File: src/rtl/team_06_audio_pkg.sv
// team_06_audio_pkg: shared sample format and I2S receiver state encoding for the effects chain
package team_06_audio_pkg;
    localparam int AUDIO_W = 8;
    localparam logic [AUDIO_W-1:0] AUDIO_MIDSCALE = 8'h80;
    typedef enum logic [1:0] {IDLE, SKIP, CAPTURE, WAIT_WS} i2s_rx_state_t;
endpackage

File: src/rtl/team_06_sync_edge.sv
// team_06_sync_edge: 2-FF synchroniser for one edge-detected line plus W data-only lines
module team_06_sync_edge #(
    parameter int W = 1
) (
    input  logic         clk,
    input  logic         rst,
    input  logic         edge_in,
    input  logic [W-1:0] data_in,
    output logic         rise,
    output logic [W-1:0] data_s
);
    logic [W:0] meta_q, meta_d, sync_q, sync_d;
    logic       dly_q, dly_d;

    always_comb begin
        meta_d = {data_in, edge_in};
        sync_d = meta_q;
        dly_d  = sync_q[0];
    end

    always_ff @(posedge clk or posedge rst) begin
        if (rst) begin
            meta_q <= '0;
            sync_q <= '0;
            dly_q  <= 1'b0;
        end else begin
            meta_q <= meta_d;
            sync_q <= sync_d;
            dly_q  <= dly_d;
        end
    end

    assign rise   = sync_q[0] & ~dly_q;
    assign data_s = sync_q[W:1];
endmodule

File: src/rtl/team_06_i2s_rx.sv
// team_06_i2s_rx: oversampling I2S receiver producing 8-bit offset-binary samples with valid strobe
module team_06_i2s_rx
    import team_06_audio_pkg::*;
#(
    parameter int SLOT_BITS = 32,
    parameter int DATA_BITS = 24
) (
    input  logic               clk,
    input  logic               rst,
    input  logic               en,
    input  logic               i2s_bclk,
    input  logic               i2s_ws,
    input  logic               i2s_sd,
    output logic [AUDIO_W-1:0] sample_out,
    output logic               sample_valid,
    output logic               sample_ch,
    output logic               frame_err
);
    localparam int CW = $clog2(SLOT_BITS + 2);

    logic bclk_rise, ws_s, sd_s;
    logic ws_edge, slot_over;
    logic [DATA_BITS-1:0] shift_w;

    i2s_rx_state_t        state_q, state_d;
    logic                 chan_q, chan_d, ws_prev_q, ws_prev_d;
    logic [DATA_BITS-2:0] shreg_q, shreg_d;
    logic [CW-1:0]        bit_cnt_q, bit_cnt_d, slot_cnt_q, slot_cnt_d;
    logic [AUDIO_W-1:0]   sample_out_q, sample_out_d;
    logic                 sample_valid_q, sample_valid_d, sample_ch_q, sample_ch_d;
    logic                 frame_err_q, frame_err_d;

    team_06_sync_edge #(.W(2)) u_sync (
        .clk    (clk),
        .rst    (rst),
        .edge_in(i2s_bclk),
        .data_in({i2s_sd, i2s_ws}),
        .rise   (bclk_rise),
        .data_s ({sd_s, ws_s})
    );

    always_comb begin
        state_d        = state_q;
        chan_d         = chan_q;
        ws_prev_d      = ws_prev_q;
        shreg_d        = shreg_q;
        bit_cnt_d      = bit_cnt_q;
        slot_cnt_d     = slot_cnt_q;
        sample_out_d   = sample_out_q;
        sample_ch_d    = sample_ch_q;
        sample_valid_d = 1'b0;
        frame_err_d    = 1'b0;
        ws_edge        = ws_s ^ ws_prev_q;
        slot_over      = !ws_edge && (slot_cnt_q == CW'(SLOT_BITS));
        shift_w        = {shreg_q, sd_s};
        if (!en) begin
            state_d = IDLE;
        end else if (bclk_rise) begin
            ws_prev_d  = ws_s;
            // saturates once past the overflow point so a stuck WS never wraps
            slot_cnt_d = ws_edge ? '0 :
                         (slot_cnt_q == CW'(SLOT_BITS + 1)) ? slot_cnt_q : slot_cnt_q + 1'b1;
            if (ws_edge && state_q != SKIP) begin
                frame_err_d = (state_q == CAPTURE);
                shreg_d     = '0;
                chan_d      = ws_s;
                state_d     = SKIP;
            end else if (slot_over && (state_q == CAPTURE || state_q == WAIT_WS)) begin
                frame_err_d = 1'b1;
                state_d     = IDLE;
            end else if (state_q == SKIP) begin
                bit_cnt_d = '0;
                state_d   = CAPTURE;
            end else if (state_q == CAPTURE) begin
                shreg_d   = shift_w[DATA_BITS-2:0];
                bit_cnt_d = bit_cnt_q + 1'b1;
                if (bit_cnt_q == CW'(DATA_BITS - 1)) begin
                    sample_out_d   = {~shift_w[DATA_BITS-1], shift_w[DATA_BITS-2 -: AUDIO_W-1]};
                    sample_ch_d    = chan_q;
                    sample_valid_d = 1'b1;
                    state_d        = WAIT_WS;
                end
            end
        end
    end

    always_ff @(posedge clk or posedge rst) begin
        if (rst) begin
            state_q        <= IDLE;
            chan_q         <= 1'b0;
            ws_prev_q      <= 1'b0;
            shreg_q        <= '0;
            bit_cnt_q      <= '0;
            slot_cnt_q     <= '0;
            sample_out_q   <= AUDIO_MIDSCALE;
            sample_ch_q    <= 1'b0;
            sample_valid_q <= 1'b0;
            frame_err_q    <= 1'b0;
        end else begin
            state_q        <= state_d;
            chan_q         <= chan_d;
            ws_prev_q      <= ws_prev_d;
            shreg_q        <= shreg_d;
            bit_cnt_q      <= bit_cnt_d;
            slot_cnt_q     <= slot_cnt_d;
            sample_out_q   <= sample_out_d;
            sample_ch_q    <= sample_ch_d;
            sample_valid_q <= sample_valid_d;
            frame_err_q    <= frame_err_d;
        end
    end

    assign sample_out   = sample_out_q;
    assign sample_valid = sample_valid_q;
    assign sample_ch    = sample_ch_q;
    assign frame_err    = frame_err_q;
endmodule
File: config.mk
export PLATFORM = sky130hd
export DESIGN_NAME = team_06_i2s_rx
export DESIGN_NICKNAME = d
export VERILOG_FILES = /design/src/rtl/team_06_audio_pkg.sv /design/src/rtl/team_06_sync_edge.sv /design/src/rtl/team_06_i2s_rx.sv
export SDC_FILE = /design/constraint.sdc
export NUM_CORES = 1
export LEC_CHECK = 0
export ABC_AREA = 1
export BUFFER_PORTS_ARGS = -buffer_cell sky130_fd_sc_hd__buf_2
export CORE_ASPECT_RATIO = 0.6
export CORE_MARGIN = 2
export CORE_UTILIZATION = 50
export DETAILED_ROUTE_END_ITERATION = 10
export PLACE_DENSITY = 0.78
export SLEW_MARGIN = 20
export SYNTH_ARGS = -nofsm -noshare
export SYNTH_HDL_FRONTEND = slang
export SYNTH_SLANG_ARGS = --single-unit
File: constraint.sdc
create_clock -name clk -period 5 [get_ports clk]
set_clock_uncertainty 0.1 [all_clocks]
set_input_delay 1 -clock clk [delete_from_list [all_inputs] [get_ports clk]]
set_output_delay 1 -clock clk [all_outputs]
set_load 0.05 [all_outputs]
# ---- Yosys cells after proc, flatten, opt, wreduce, memory -nomap -nowiden
# Index checks and enable logic that the tools add are counted.
dict set report word_totals {
  reg_bits 57
  input_bits 6
  output_inout_bits 11
  word_cells 75
}
dict set report op_classes {
  addsub 2
  eq_ne 13
  mux 26
  bitwise_logic 7
  n_reduce_logical 14
}
# op n
set op_table {}
lappend op_table {{$mux W23} 4}
lappend op_table {{$mux W6} 4}
lappend op_table {{$mux W2} 7}
lappend op_table {{$add A6 B1 Y6 const B} 2}
lappend op_table {{$eq A6 B6 Y1 const B} 2}
lappend op_table {{$mux W1} 11}
lappend op_table {{$ne A5 B1 Y1 const B} 2}
lappend op_table {{$reduce_and A5 Y1} 2}
lappend op_table {{$reduce_and A3 Y1} 3}
lappend op_table {{$reduce_and A7 Y1} 1}
lappend op_table {{$eq A6 B5 Y1 const B} 1}
lappend op_table {{$ne A2 B2 Y1 const B} 3}
lappend op_table {{$not A1 Y1} 5}
lappend op_table {{$eq A2 B2 Y1 const B} 2}
lappend op_table {{$ne A2 B1 Y1 const B} 2}
lappend op_table {{$reduce_bool A2 Y1} 2}
lappend op_table {{$logic_and A1 B1 Y1} 3}
lappend op_table {{$eq A2 B1 Y1 const B} 1}
lappend op_table {{$reduce_and A2 Y1} 1}
lappend op_table {{$and A1 B1 Y1} 1}
lappend op_table {{$logic_not A1 Y1} 1}
lappend op_table {{$logic_or A1 B1 Y1} 1}
lappend op_table {{$xor A1 B1 Y1} 1}

# ---- Logic depth before layout (Yosys ltp)
# Gate-level depths: netlist of run 1.
dict set report depth {
  word_depth 8
  depth_mapped 11
  ltp_nobuf 11
}

# ---- Hierarchy
# Synthesis of run 1 repeated with hierarchy kept, for this count alone.
dict set report unflattened {
  hier_cells 348
  area_unflattened_um2 2819.0
}
# module instances cells_per_inst area_each_um2
set by_module_without_submodules {}
lappend by_module_without_submodules {team_06_i2s_rx 1 336 2615.0}
lappend by_module_without_submodules {team_06_sync_edge 1 12 203.9}

# ---- Worst setup path after synthesis of run 1
# OpenSTA, ideal clock, no wires.
dict set report synth_path {
  path_type {input-to-reg}
  from {in en}
  to {reg shreg_q[22]}
  setup_time_ns 0.117
  t_arrival_ns 1.666
  t_required_ns 4.783
  path_slack_ns 3.116
  path_stages 6
  n_path_buf 1
  cell_sequence {nand3_1 -> a21oi_2 -> nand2_4 -> buf_6 -> nand2_1 -> o21ai_2}
}
dict set report synth_between {
  elab_chain_cells 1
}
# item line_no
set synth_rtl {}
lappend synth_rtl {{start, declared} team_06_i2s_rx.sv:10} ;# input logic en,
lappend synth_rtl {{$reduce_and A5 Y1 (no line)} --}
lappend synth_rtl {{end signal, assigned} team_06_i2s_rx.sv:103} ;# shreg_q <= shreg_d;
lappend synth_rtl {{end, declared} team_06_i2s_rx.sv:27} ;# logic [DATA_BITS-2:0] shreg_q, shreg_d;
# Every way passes these cells.
# A chain may end at the register's enable or synchronous reset.

# ---- Final worst setup path of run 1
dict set report layout_path {
  from {reg sample_out_q[7], in the netlist sample_out[7]}
  to {out sample_out[7]}
}
# item line_no
set layout_rtl {}
lappend layout_rtl {{start, declared} team_06_i2s_rx.sv:29} ;# logic [AUDIO_W-1:0] sample_out_q, sample_out_d;
lappend layout_rtl {{start signal, assigned} team_06_i2s_rx.sv:106} ;# sample_out_q <= sample_out_d;
lappend layout_rtl {{end, declared} team_06_i2s_rx.sv:14} ;# output logic [AUDIO_W-1:0] sample_out,
# No word-level cell between the ends.

==> results of run 1 <==
==> routing by layer <==
metal / wire (um) / track usage
met2: 1883 / 0.2702
met3: 259 / 0.06567
met1: 2451 / 0.2546
met5: 0 / 0
met4: 68 / 0.07241
==> power by group through the flow <==
stage / Clock, uW / Sequential [uW] / Combinational (uW)
floorplan: 0 / 522 / 120
global placement: 0 / 526 / 136
detailed placement: 0 / 528 / 140
CTS: 445 / 520 / 142
global route: 463 / 525 / 164
finish: 431 / 520 / 141
==> per-stage QoR <==
stage	std cells	utilization	total power [uW]
floorplan	283	-	641.2
global placement	358	0.5429	662.4
detailed placement	358	0.5429	668.3
CTS	374	0.5817	1107
global route	374	0.5817	1152
finish	374	0.5817	1092
==> Yosys cell counts, types with 4 or more instances <==
cell type,n
sky130_fd_sc_hd__o21ai_2,25
sky130_fd_sc_hd__ha_1,7
sky130_fd_sc_hd__nand2_1,93
sky130_fd_sc_hd__buf_6,6
sky130_fd_sc_hd__nand3_1,23
sky130_fd_sc_hd__nand2_2,4
sky130_fd_sc_hd__nor2_1,7
sky130_fd_sc_hd__xor2_1,5
sky130_fd_sc_hd__inv_1,22
sky130_fd_sc_hd__dfrtp_1,56
sky130_fd_sc_hd__o21ai_0,9
==> area by class of cell <==
cell class / count / area share
multi-input combinational: 193 / 0.3665
sequential: 57 / 0.4784
timing repair buffer: 17 / 0.02935
tap: 66 / 0.02767
clock buffer: 13 / 0.05325
inverter: 25 / 0.03145
clock inverter: 3 / 0.01342
==> how the worst min path moves through the flow <==
stage                                 from          endpoint  cells after the start
after floorplan           u_sync.meta_q[0]  u_sync.sync_q[0]                      0
after global placement    u_sync.meta_q[1]  u_sync.sync_q[1]                      0
after detailed placement  u_sync.meta_q[1]  u_sync.sync_q[1]                      0
after CTS                 u_sync.meta_q[1]  u_sync.sync_q[1]                      0
after global routing      u_sync.meta_q[1]  u_sync.sync_q[1]                      0
final                     u_sync.meta_q[1]  u_sync.sync_q[1]                      0
==> placed cells by master, fill, tap and decap left out <==
cell	count
sky130_fd_sc_hd__o21ai_0	9
sky130_fd_sc_hd__ha_1	7
sky130_fd_sc_hd__nor2_2	1
sky130_fd_sc_hd__o31ai_1	2
sky130_fd_sc_hd__nand3b_1	2
sky130_fd_sc_hd__o21ai_1	1
sky130_fd_sc_hd__nor2_4	2
sky130_fd_sc_hd__or2_2	1
sky130_fd_sc_hd__buf_2	16
sky130_fd_sc_hd__bufinv_16	1
sky130_fd_sc_hd__dfrtp_1	56
sky130_fd_sc_hd__nand2_4	3
sky130_fd_sc_hd__nand2_2	4
sky130_fd_sc_hd__inv_2	4
sky130_fd_sc_hd__nand3_4	2
sky130_fd_sc_hd__buf_4	1
sky130_fd_sc_hd__a21oi_2	1
sky130_fd_sc_hd__inv_1	21
sky130_fd_sc_hd__a21o_1	1
sky130_fd_sc_hd__nand4_1	2
sky130_fd_sc_hd__xor2_1	5
sky130_fd_sc_hd__nor2_1	7
sky130_fd_sc_hd__nand3_1	23
sky130_fd_sc_hd__o21ai_2	25
sky130_fd_sc_hd__dfstp_2	1
sky130_fd_sc_hd__o22ai_1	1
sky130_fd_sc_hd__nand2_1	93
sky130_fd_sc_hd__a31o_2	1
sky130_fd_sc_hd__clkinv_2	2
sky130_fd_sc_hd__clkbuf_1	2
sky130_fd_sc_hd__clkbuf_8	11
==> sequential cells by signal, summed over array words and instances (netlist names), 2 cells and up <==
signal         count
bit_cnt_q          6
sample_out         8
u_sync.sync_q      3
u_sync.meta_q      3
shreg_q           23
slot_cnt_q         6
state_q            2
==> cells by family after synthesis <==
kind of cell	share of synthesized area
AOI/OAI and AO/OA	0.1172
xor gates and xnor gates	0.01628
adders and majority gates	0.03256
buffers and inverters	0.06279
DFF	0.5307
and+or+nand+nor	0.2405
==> results.txt, run 1 <==
- Outcome: finished clean
* Cell types occupying the most area after synthesis: sky130_fd_sc_hd__dfrtp_1 (52%), sky130_fd_sc_hd__nand2_1 (13%), sky130_fd_sc_hd__o21ai_2 (8.1%), sky130_fd_sc_hd__nand3_1 (4.3%), sky130_fd_sc_hd__ha_1 (3.3%)
- Once routing completed, OpenROAD measured the worst setup slack at 2.786 ns.
- The critical path ends at sample_out[7].
- For this block, the via count after detailed routing is 1860.
- Routability-driven placement finished with a final weighted congestion of 0.8020.
- IR analysis of the VDD net gives a maximum drop of 0.1568 mV.
- TritonCTS built the clock tree.
* Launch point of the worst reg-to-reg path: state_q[1]
- In this design, the largest share of critical-path delay is due to flip-flops.
- Clock sink total: 57
- Share of the clock period used by the worst path after layout: 0.4428
* Number of global-route vias before repair: 1754
- Maximum fanout along the worst path: 2
* Total of cells resized after clock tree synthesis: 0
* Capturing element type of the critical path: output port
- Clock transition at path regs: 0.06 ns
- Of the post-synthesis cell area, the dominant cell type holds 0.5209.
- In the final layout, the share of cells above drive strength 1 is 0.2468.
- For this run, the leading register cell type out of synthesis is sky130_fd_sc_hd__dfrtp_1.
- Slew at the pin closest to its max-slew limit: 0.7071 ns
* Max clock buf depth: 2
- The share of the Yosys chip area taken by registers is 0.5307.
- The number of setup buffers added after CTS is 0.
* Achievable frequency: 451.7 MHz
- Cell chain of the critical path: buf_2
* Type of the worst setup path: reg -> out
- Final instance area: 0.002984 mm^2
* Total stage count of the critical path: 1
- Startpoint type of the worst setup path: register
* Final number of hold-violating endpoints: 0
- Library cell used as clock root buffer: sky130_fd_sc_hd__clkbuf_8
* Port bufs: 16
- Hold buffer count at cts: 0
- The count of nets left with antenna violations once routing finished came out at 0.
- The sequential cells in the finished layout cover a total of 0.001428 mm^2.
- Yosys mapped the design onto 27 distinct sky130hd cell types.
- Instance area at placement: 0.002785 mm^2
* Buffer and inverter count on the worst path: 1
- Of the total power, registers draw 0.476.
- For this run, the detailed router's first-pass iteration total came to 4.
- Number of antenna repair diodes: 0
* Layout Nets: 316
- The routed design could run at a clock period as short as 2.214 ns.
- WL/cell: 12.47 um
- Tot GR Track Use: 0.1841
- The H-tree generated during clock tree synthesis spans 3 levels.
- Terminus of the critical flop-to-flop path: sample_out[5]
* Cell leakage power: 0.001480 uW
* Worst-case hold slack: 0.2488 ns
* Wire length of the first global-routing pass: 8.259 mm
* Maximum Capacitance Violations: 0
- In the synthesized netlist, the number of instances is 283.
- Crit path from: sample_out[7]
- The Yosys step of the flow raised 0 warnings.
- The floorplan step set the die width to 98.70 um.
* Critical Path Slowest Stage Cell: sky130_fd_sc_hd__dfstp_2
- The detailed router finished its first iteration with 137 violations.
* Final-report max-slew violation count: 0
- Unrepaired setup endpoints after global routing: no
- Height of the die: 60.82 um
- Switching part of the total: 0.2759
- Synth Net Count: 296
* Classification of the worst-slack hold path: reg -> reg
- Pin count of the biggest net entering global routing: 58
- Post-route DRC: 0
* Average cell area after synthesis: 9.506 um^2
- Internal portion of total power: 790.9 uW
* Share of power burned in the clock network: 0.394
* Die area: 0.006002 mm^2
- For this run, the slowest stage of the critical path takes 0.53 ns.
- Setup violations remaining at the end of the flow were counted as 0.
- Core region area: 0.005130 mm^2
- The multi-input combinational cells in the finished layout cover a total of 0.001094 mm^2.
* Number of flops mapped to enable cells by yosys: 0
- For this design the ratio of total power to cell area is 366.0 mW/mm^2.
- Final setup TNS: 0 ns
- Worst-skew pair later-pin latency: 0.33 ns
- CP Data Required Time: 3.90 ns
- Antenna violations before repair: 0
- For this run the aggregate overflow at the end of global routing stands at 0.
- Combinational group share of total power: 0.129
- In this run the tightest slew margin relative to its limit is 0.5286.
- Detailed placement ended at an HPWL of 3.079 mm.
- The initial utilization of the core area, before any placement, comes to 0.5244.
* Worst-case reg-to-reg path depth: 9
- Async S/R FF share, synth: 1.000
- The setup check on the worst reg-to-reg path leaves a slack of 2.81 ns.
- Compared with the post-synthesis result, the final layout area differs by 10.93%.
- Critical path data arrival time: 1.11 ns
- WL final: 4.662 mm
* Post-synth design cell area: 0.002690 mm^2
* Number of placement rows: 20
* Routed vias/inst: 4.973
- Switching power: 301.3 uW
- Number of clock buffers inserted by TritonCTS: 9
- At the placement stage, the worst setup path has a slack of 2.710 ns.
* Area leader, netlist: sky130_fd_sc_hd__dfrtp_1
- 17 I/O pins were placed.
- Flops & latches, synth: 57
- Number of inserted filler cells in the final layout: 455
No activity file was read; power rests on OpenSTA's default activity.
==> inputs of run 2 (changes only) <==
--- a/config.mk
+++ b/config.mk
@@ -5,7 +5,7 @@
 export SDC_FILE = /design/constraint.sdc
 export NUM_CORES = 1
 export LEC_CHECK = 0
-export ABC_AREA = 1
+export ABC_AREA = 0
 export BUFFER_PORTS_ARGS = -buffer_cell sky130_fd_sc_hd__buf_2
 export CORE_ASPECT_RATIO = 0.6
 export CORE_MARGIN = 2
==> constraint.sdc (replaced) <==
create_clock -name clk -period 2.1 [get_ports clk]
set_clock_uncertainty 0.1 [all_clocks]
set_input_delay 0.42 -clock clk [delete_from_list [all_inputs] [get_ports clk]]
set_output_delay 0.42 -clock clk [all_outputs]
set_load 0.05 [all_outputs]
==> run 2 against run 1 <==
Net effect:
- the run now ends with negative setup slack left
- sequential share of layout area is 5.0 points lower
- count of clock-buffer cells in the layout shrank 2
- global-route usage grew 1.9 points
- final area is 12% higher
- critical endpoint is now shreg_q[11]
- synthesized area fell by 2.7%
- register-to-register slack worse by 2.9 ns
- sequential power rose to 2.9 times the previous value
- setup slack got worse by 2.9 ns
- wire length up 19%
- sequential cell count is the same
==> results.txt, run 2 <==
- Outcome: finished with violations (was finished clean).
- The final reports fail on negative setup slack.
- The footprint of the multi-input gates came to 0.001204 mm^2 (was 0.001094 mm^2).
- The number of maximum-capacitance constraint violations came to 0 (unchanged).
- The slowest stage cell on the critical path was sky130_fd_sc_hd__or4b_4 (was sky130_fd_sc_hd__dfstp_2).
- The number of detailed-routing iterations run before antenna repair was 5 (was 4).
- Power per unit of standard cell area: 1000 mW/mm^2 (was 366.0 mW/mm^2)
- Sequential element share of the synthesized area: 0.5452 (was 0.5307)
- Final-report max-slew violation count: 0 (unchanged)
* Simple-Gate Fraction of Synth Area: 0.1409 (was 0.2405)
- Library cell used as clock root buffer: sky130_fd_sc_hd__clkbuf_8 (unchanged)
- Register name with the most flops: shreg_q (unchanged)
- Clock sink total: 57 (unchanged)
- The number of instances in the synthesized netlist is 229 (was 283).
* Boundary Pins: 17 (unchanged)
- The final layout net count came to 297 (was 316).
- Number of flops mapped to enable cells by yosys: 0 (unchanged)
- Share of the synthesized area in the top cell type: 0.5351 (was 0.5209)
- Cell types occupying the most area after synthesis: sky130_fd_sc_hd__dfrtp_1 (54%), sky130_fd_sc_hd__mux2_2 (6.0%), sky130_fd_sc_hd__mux2i_1 (4.6%), sky130_fd_sc_hd__mux2_4 (4.6%), sky130_fd_sc_hd__nand2_1 (3.6%) (was sky130_fd_sc_hd__dfrtp_1 (52%), sky130_fd_sc_hd__nand2_1 (13%), sky130_fd_sc_hd__o21ai_2 (8.1%), sky130_fd_sc_hd__nand3_1 (4.3%), sky130_fd_sc_hd__ha_1 (3.3%))
* Classification of the worst-slack hold path: in -> reg (was reg -> reg)
* Main synth FF type: sky130_fd_sc_hd__dfrtp_1 (unchanged)
- Remaining Overflow, GRT: 0 (unchanged)
- The number of nets in the synthesized netlist came to 242 (was 296).
* Critical path data arrival time: 2.29 ns (was 1.11 ns)
* Async S/R FF share, synth: 1.000 (unchanged)
* RePlAce Congestion: 0.8381 (was 0.8020)
- Number of placement rows: 20 (unchanged)
* Final period demand of the worst path: 2.175 ns
- The static leakage was 0.001660 uW (was 0.001480 uW).
* Core region area: 0.005055 mm^2 (was 0.005130 mm^2)
- Buffer and inverter count on the worst path: 1 (unchanged)
- Total stage count of the critical path: 5 (was 1)
* Antenna violations before repair: 0 (unchanged)
* CP Data Required Time: 2.22 ns (was 3.90 ns)
- Pre-CTS WS: -0.2401 ns (was 2.710 ns)
- The transition time at the pin with the least slew margin is 0.5084 ns (was 0.7071 ns).
- The number of global-route vias before repair was 1781 (was 1754).
- Final instance area: 0.003337 mm^2 (was 0.002984 mm^2)
* Final number of hold-violating endpoints: 0 (unchanged)
- Routed vias/inst: 5.192 (was 4.973)
* Type of the worst setup path: reg -> reg (was reg -> out)
- The maximum fanout along the worst path came to 6 (was 2).
- The clock transition at the registers of the reported paths came to 0.07 ns (was 0.06 ns).
- Unrepaired setup endpoints after global routing: yes (was no).
- The number of library cell types mapped by synthesis is 45 (was 27).
- The clock insertion delay at the later pin of the skew report was 0.34 ns (was 0.33 ns).
- Most used standard cell by instance count after synthesis: sky130_fd_sc_hd__dfrtp_1 (was sky130_fd_sc_hd__nand2_1)
- The y dimension of the die came to 60.06 um (was 60.82 um).
- Worst-case hold slack: 0.08724 ns (was 0.2488 ns)
- Port bufs: 16 (unchanged)
* Worst-case reg-to-reg path depth: 5 (was 9)
* Mux share of post-synthesis cell area: 0.1519 (was 0)
- The final worst slack was -0.07489 ns (was 2.786 ns).
- Final ANT Viol Nets: 0 (unchanged)
* Achievable frequency: 459.8 MHz
- Share of the clock period used by the worst path after layout: 1.036
- Number of clock buffers inserted by TritonCTS: 9 (unchanged)
- The wire length of the first global-routing pass is 8.776 mm (was 8.259 mm).
- Via count: 1838 (was 1860)
- FF+latch area: 0.001430 mm^2 (was 0.001428 mm^2)
- Post-route DRC: 0 (unchanged)
- The number of filler instances in the final layout came to 377 (was 455).
- Ratio of cells with drive above 1 in the final layout: 0.3681 (was 0.2468)
- Highest-count cells in the layout ignoring fill and taps: sky130_fd_sc_hd__dfrtp_1 (54), sky130_fd_sc_hd__buf_4 (26), sky130_fd_sc_hd__nand2_1 (25) (was sky130_fd_sc_hd__nand2_1 (93), sky130_fd_sc_hd__dfrtp_1 (56), sky130_fd_sc_hd__o21ai_2 (25))
- Die width: 97.43 um (was 98.70 um)
* Highest cell delay on the worst timing path: 0.57 ns (was 0.53 ns)
- Cell chain of the critical path: or4b_4 > nor3_4 > buf_4 > or4_4 > mux2_4 (was buf_2).
- Highest ir drop seen on vdd: 0.6423 mV (was 0.1568 mV)
- CTS H-tree depth: 3 (unchanged)
* WL final: 5.553 mm (was 4.662 mm)
- Clock tree from TritonCTS: done (unchanged)
- The pin count of the biggest net entering global routing was 42 (was 58).
* Commonest cells in the netlist: sky130_fd_sc_hd__dfrtp_1 (56), sky130_fd_sc_hd__nand2_1 (25), sky130_fd_sc_hd__inv_1 (19), sky130_fd_sc_hd__nor2_1 (19), sky130_fd_sc_hd__mux2_2 (14) (was sky130_fd_sc_hd__nand2_1 (93), sky130_fd_sc_hd__dfrtp_1 (56), sky130_fd_sc_hd__o21ai_2 (25))
- The largest area contributor in the synthesized netlist is sky130_fd_sc_hd__dfrtp_1 (unchanged).
- Average cell area after synthesis: 11.44 um^2 (was 9.506 um^2)
* Commonest non-fill, non-tap cell in the layout: sky130_fd_sc_hd__dfrtp_1 (was sky130_fd_sc_hd__nand2_1)
- Instance count along the most critical hold path: 1 (was 0)
- The type of destination of the critical path is a register (was output port).
* Share of synthesized cell area in full adder, half adder and majority cells: 0.03344 (was 0.03256)
* Instance area at placement: 0.002954 mm^2 (was 0.002785 mm^2)
* Xor-xnor portion of the synthesized cell area: 0.009556 (was 0.01628)
- Post-synth design cell area: 0.002619 mm^2 (was 0.002690 mm^2)
- CP top delay family: simple AND/OR/NAND/NOR gates (was flip-flops)
- Number of antenna repair diodes: 0 (unchanged)
- The first-iteration detailed-routing DRC count is 152 (was 137).
* Max clock buf depth: 2 (unchanged)
* Startpoint type of the worst setup path: register (unchanged)
* Flip-flop count of the largest register after layout: 23 (unchanged)
- Setup violators final: 17 (was 0)
* Flops & latches, synth: 57 (unchanged)
- The detailed placement HPWL is 3.554 mm (was 3.079 mm).
- Synth Warn #: 0 (unchanged)
* Effective utilization at floorplan: 0.5181 (was 0.5244)
* Largest family of logic cells by synthesized area: multiplexers (was simple AND/OR/NAND/NOR gates)
* Area added between synthesis and finish: 27.42% (was 10.93%)
- Area fraction in compound gates after synthesis: 0.07215 (was 0.1172)
- The overall die area came to 0.005852 mm^2 (was 0.006002 mm^2).
* Tot GR Track Use: 0.2026 (was 0.1841)
* WL/cell: 15.69 um (was 12.47 um)
- Worst slew slack as a fraction of its limit: 0.6575 (was 0.5286)
-- run 2: cell families (layout without fill, tap and decap cells) --
logic type / Yosys count / count (layout)
and+or+nand+nor: 72 / 74
DFF: 57 / 57
muxes: 34 / 34
AOI/OAI and AO/OA: 30 / 30
buffers and inverters: 27 / 84
adders and majority gates: 7 / 7
xor gates and xnor gates: 2 / 2
-- run 2: what timing repair did --
item / in CTS / in global routing
cloned: 2 / 1
setup buffers: 0 / 8
setup endpoints to repair: 24 / 30
hold buffers: 1 / 0
endpoints found under the hold margin: 16 / 0
pin swaps: 2 / 8
resized for setup: 5 / 21
-- run 2: metal layers --
metal / global-route usage / wire length [um] / vias to the layer above / share of wire
li1: - / - / 896 / -
met4: 0.06944 / 34 / 0 / 0.0061
met3: 0.08187 / 345 / 4 / 0.062
met2: 0.2887 / 2408 / 48 / 0.43
met1: 0.2835 / 2764 / 890 / 0.50
met5: 0 / 0 / - / 0
-- run 2: final timing paths --
kind	startpoint	to	slack, ns
min in group asynchronous	rst	frame_err	0.51
min reg2reg	u_sync.meta_q[2]	u_sync.sync_q[2]	0.25
max in group asynchronous	rst	sample_out[7]	0.77
max reg2reg	slot_cnt_q[3]	shreg_q[11]	-0.07
max	slot_cnt_q[3]	shreg_q[11]	-0.07
min	i2s_sd	u_sync.meta_q[2]	0.09
-- run 2: layout make-up --
class / count / share of cell area
clock buffer: 11 / 0.03937
inverter: 19 / 0.02137
clock inverter: 4 / 0.01350
timing repair buffer: 50 / 0.1117
sequential: 57 / 0.4286
multi-input combinational: 147 / 0.3607
tap: 66 / 0.02475
-- run 2: stage by stage --
stage / total power, uW / TNS, ns / cells / util
after floorplan: 2052 / -0.1190 / 229 / -
after global placement: 2250 / -1.916 / 327 / 0.5844
after detailed placement: 2309 / -2.343 / 327 / 0.5844
after CTS: 3272 / -0.4153 / 345 / 0.6295
after global routing: 3542 / -2.690 / 354 / 0.6601
final: 3338 / -0.8068 / 354 / 0.6601
-- run 2: power by group --
group	switching [uW]	internal (uW)	leakage (uW)	total [uW]
Clock	414	535	0.0000929	950
Sequential	161	1370	0.000722	1530
Combinational	422	434	0.000845	856
==> inputs of run 3 (changes only) <==
--- a/config.mk
+++ b/config.mk
@@ -9,9 +9,10 @@
 export BUFFER_PORTS_ARGS = -buffer_cell sky130_fd_sc_hd__buf_2
 export CORE_ASPECT_RATIO = 0.6
 export CORE_MARGIN = 2
-export CORE_UTILIZATION = 50
+export CORE_UTILIZATION = 45
 export DETAILED_ROUTE_END_ITERATION = 10
-export PLACE_DENSITY = 0.78
+export MAX_ROUTING_LAYER = met4
+export PLACE_DENSITY = 0.72
 export SLEW_MARGIN = 20
 export SYNTH_ARGS = -nofsm -noshare
 export SYNTH_HDL_FRONTEND = slang
==> run 3 against run 2 <==
Net effect:
- the flow still finishes with violations (negative setup slack)
- wire length is 4.9% lower
- utilization decreased by 7.5 points
- register-to-register slack improved by 0.02 ns
- count of clock-buffer cells in the layout up 2
- total power increased by 0.41%
- cell count up 2.5%
- worst hold slack lost 0.061 ns
- global-route usage shrank 0.55 points
- sequential cell count did not move
- critical path type unchanged
==> results.txt, run 3 (synthesis gave the netlist of run 2 again) <==
* Outcome: finished with violations (unchanged)
* Violated checks: negative setup slack (unchanged)
- The count of final setup violators came to 8 (was 17).
- The count of clock tree sinks is 57 (unchanged).
* Power, Total: 3352 uW (was 3338 uW)
- The starting density of the core came to 0.4679 (was 0.5181).
- Worst-case reg-to-reg path depth: 7 (was 5)
* Die width: 102.5 um (was 97.43 um)
* Capturing element type of the critical path: register (unchanged)
- Core region area: 0.005597 mm^2 (was 0.005055 mm^2)
* Cell leakage power: 0.001632 uW (was 0.001660 uW)
- Number of global-route vias before repair: 1854 (was 1781)
- Pin count of the biggest net entering global routing: 58 (was 42)
- The minimum setup slack among reg-to-reg paths came to -0.05 ns (was -0.07 ns).
* Clock tree from TritonCTS: done (unchanged)
- Area added between synthesis and finish: 25.13% (was 27.42%)
- The first-iteration detailed-routing DRC count came to 73 (was 152).
- The final worst slack came to -0.05412 ns (was -0.07489 ns).
- The clock transition at the registers of the reported paths is 0.06 ns (was 0.07 ns).
* First-pass iteration count of the detailed router: 4 (was 5)
* Worst-case hold slack: 0.02591 ns (was 0.08724 ns)
- The maximum clock frequency came to 464.2 MHz (was 459.8 MHz).
- The proportion of power drawn by flip-flops and latches was 0.456 (was 0.459).
- The switching power of the nets is 974.5 uW (was 996.4 uW).
- The clock insertion delay at the later pin of the skew report was 0.34 ns (about the same).
* Half-perimeter wire length of the detailed placement result: 3.374 mm (was 3.554 mm)
- The power per cell area came to 1023 mW/mm^2 (was 1000 mW/mm^2).
* CTS H-tree depth: 3 (unchanged)
- Layout Nets: 291 (was 297)
- The footprint of the multi-input gates is 0.001154 mm^2 (was 0.001204 mm^2).
* Crit path from: state_q[0] (was slot_cnt_q[3])
- The flip-flop count of the largest register after layout was 23 (unchanged).
- The max-slew violation total from the final report came to 0 (unchanged).
* Die area: 0.006466 mm^2 (was 0.005852 mm^2)
* Number of placement rows: 21 (was 20)
- Share of the clock period used by the worst path after layout: 1.026 (was 1.036)
- WL/cell: 14.54 um (was 15.69 um)
* Commonest non-fill, non-tap cell in the layout: sky130_fd_sc_hd__dfrtp_1 (unchanged)
* Terminus of the critical flop-to-flop path: sample_out[6] (was shreg_q[11])
* Final ANT Viol Nets: 0 (unchanged)
- The number of filler instances in the final layout is 468 (was 377).
- The maximum fanout along the worst path came to 4 (was 6).
* Worst slew slack as a fraction of its limit: 0.7674 (was 0.6575)
* Port bufs: 16 (unchanged)
- Highest ir drop seen on vdd: 0.3926 mV (was 0.6423 mV)
- The category of the most critical setup path was reg -> reg (unchanged).
- The type of the most critical hold path was in -> async (was in -> reg).
* WL final: 5.279 mm (was 5.553 mm)
- Number of antenna repair diodes: 0 (unchanged)
- Final period demand of the worst path: 2.154 ns (was 2.175 ns)
* Highest-count cells in the layout ignoring fill and taps: sky130_fd_sc_hd__dfrtp_1 (53), sky130_fd_sc_hd__buf_4 (28), sky130_fd_sc_hd__nand2_1 (25) (was sky130_fd_sc_hd__dfrtp_1 (54), sky130_fd_sc_hd__buf_4 (26), sky130_fd_sc_hd__nand2_1 (25))
- Height of the die: 63.09 um (was 60.06 um)
* Remaining Overflow, GRT: 0 (unchanged)
* Launch point of the worst reg-to-reg path: state_q[0] (was slot_cnt_q[3])
- The weighted congestion at the end of routability-driven global placement is 0.8123 (was 0.8381).
- The I/O pin count was 17 (unchanged).
- The maximum buffer depth of the clock tree came to 2 (unchanged).
* FF+latch area: 0.001431 mm^2 (was 0.001430 mm^2)
- Worst setup endpoint: sample_out[6] (was shreg_q[11])
- Number of clock buffers inserted by TritonCTS: 9 (unchanged)
* Tot GR Track Use: 0.1971 (was 0.2026)
* Combinational group share of total power: 0.235 (was 0.256)
- The post-layout instance area is 0.003277 mm^2 (was 0.003337 mm^2).
- Share of power burned in the clock network: 0.309 (was 0.284)
* Critical path data arrival time: 2.28 ns (was 2.29 ns)
* Hold buffer count at cts: 0 (was 1)
* Antenna violations before repair: 0 (unchanged)
- Final setup TNS: -0.2175 ns (was -0.8068 ns)
- The mean number of vias per cell came to 5.127 (was 5.192).
* Wire length of the first global-routing pass: 9.246 mm (was 8.776 mm)
- The total via count in the routed design came to 1861 (was 1838).
- Startpoint type of the worst setup path: register (unchanged)
- Internal portion of total power: 2378 uW (was 2342 uW)
* Instance area at placement: 0.003002 mm^2 (was 0.002954 mm^2)
* Slew at the pin closest to its max-slew limit: 0.3466 ns (was 0.5084 ns)
- Unrepaired setup endpoints after global routing: yes (unchanged)
- Ratio of cells with drive above 1 in the final layout: 0.3569 (was 0.3681)
- Maximum Capacitance Violations: 0 (unchanged)
- The top register by number of flip-flops is shreg_q (unchanged).
* CP Data Required Time: 2.22 ns (about the same)
- The master cell of the clock root buffer is sky130_fd_sc_hd__clkbuf_8 (unchanged).
- Switching part of the total: 0.2907 (was 0.2985)
* Post-route DRC: 0 (unchanged)
- Final number of hold-violating endpoints: 0 (unchanged)
[run 3: cell types whose count changed in the layout (fill, tap and decap cells not counted), moves of 2 or more]
cell	before	now
sky130_fd_sc_hd__buf_4	26	28
sky130_fd_sc_hd__buf_6	6	1
sky130_fd_sc_hd__clkbuf_8	9	11
sky130_fd_sc_hd__or4_4	3	1
[run 3: layout make-up]
cell class | count | area share
tap | 80 | 0.03055
sequential | 57 | 0.4368
timing repair buffer | 46 | 0.09813
clock buffer | 13 | 0.04849
inverter | 19 | 0.02176
multi-input combinational | 145 | 0.3520
clock inverter | 3 | 0.01222
[run 3: routing by layer]
metal	global-route usage	up-vias	routed length (um)
li1	-	889	-
met1	0.2690	920	2631
met2	0.2672	43	2291
met3	0.06326	9	261
met4	0.09000	0	95
met5	-	-	0
[run 3: per-stage QoR]
step | utilization | setup WS, ns | std cells
after floorplan | - | -0.01487 | 229
after global placement | 0.5363 | -0.08350 | 345
after detailed placement | 0.5363 | -0.2171 | 345
after CTS | 0.5851 | -0.06586 | 363
after global routing | 0.5855 | -0.1676 | 363
final | 0.5855 | -0.05412 | 363
[run 3: worst min path at each step]
stage | to | slack, ns | startpoint
after global routing | sample_out[3] | 0.04 | rst
after CTS | sample_out[3] | 0.03 | rst
final | sample_out[3] | 0.03 | rst
after global placement | u_sync.sync_q[0] | 0.23 | u_sync.meta_q[0]
after detailed placement | u_sync.sync_q[0] | 0.24 | u_sync.meta_q[0]
after floorplan | u_sync.sync_q[1] | 0.23 | u_sync.meta_q[1]
[run 3: what timing repair did]
item / in CTS / in global routing
gates cloned: 1 / 0
pin swaps: 0 / 1
gates resized for setup: 14 / 2
setup endpoints to repair: 18 / 27
setup buffers: 1 / 0
[run 3: power groups by stage]
stage | Sequential (uW) | Clock [uW] | Combinational, uW
global route | 1560 | 1120 | 890
floorplan | 1510 | 0 | 545
finish | 1530 | 1040 | 787
global placement | 1530 | 0 | 738
detailed placement | 1540 | 0 | 773
CTS | 1530 | 1060 | 792
[run 3: worst max-delay path, stage by stage (launching register included)]
cell and delay (ns):
sky130_fd_sc_hd__dfrtp_2 0.44, sky130_fd_sc_hd__inv_2 0.08, sky130_fd_sc_hd__ha_4 0.16, sky130_fd_sc_hd__nor4bb_4 0.25
sky130_fd_sc_hd__nand4_1 0.19, sky130_fd_sc_hd__nor4_4 0.28, sky130_fd_sc_hd__buf_4 0.21, sky130_fd_sc_hd__mux2_2 0.33
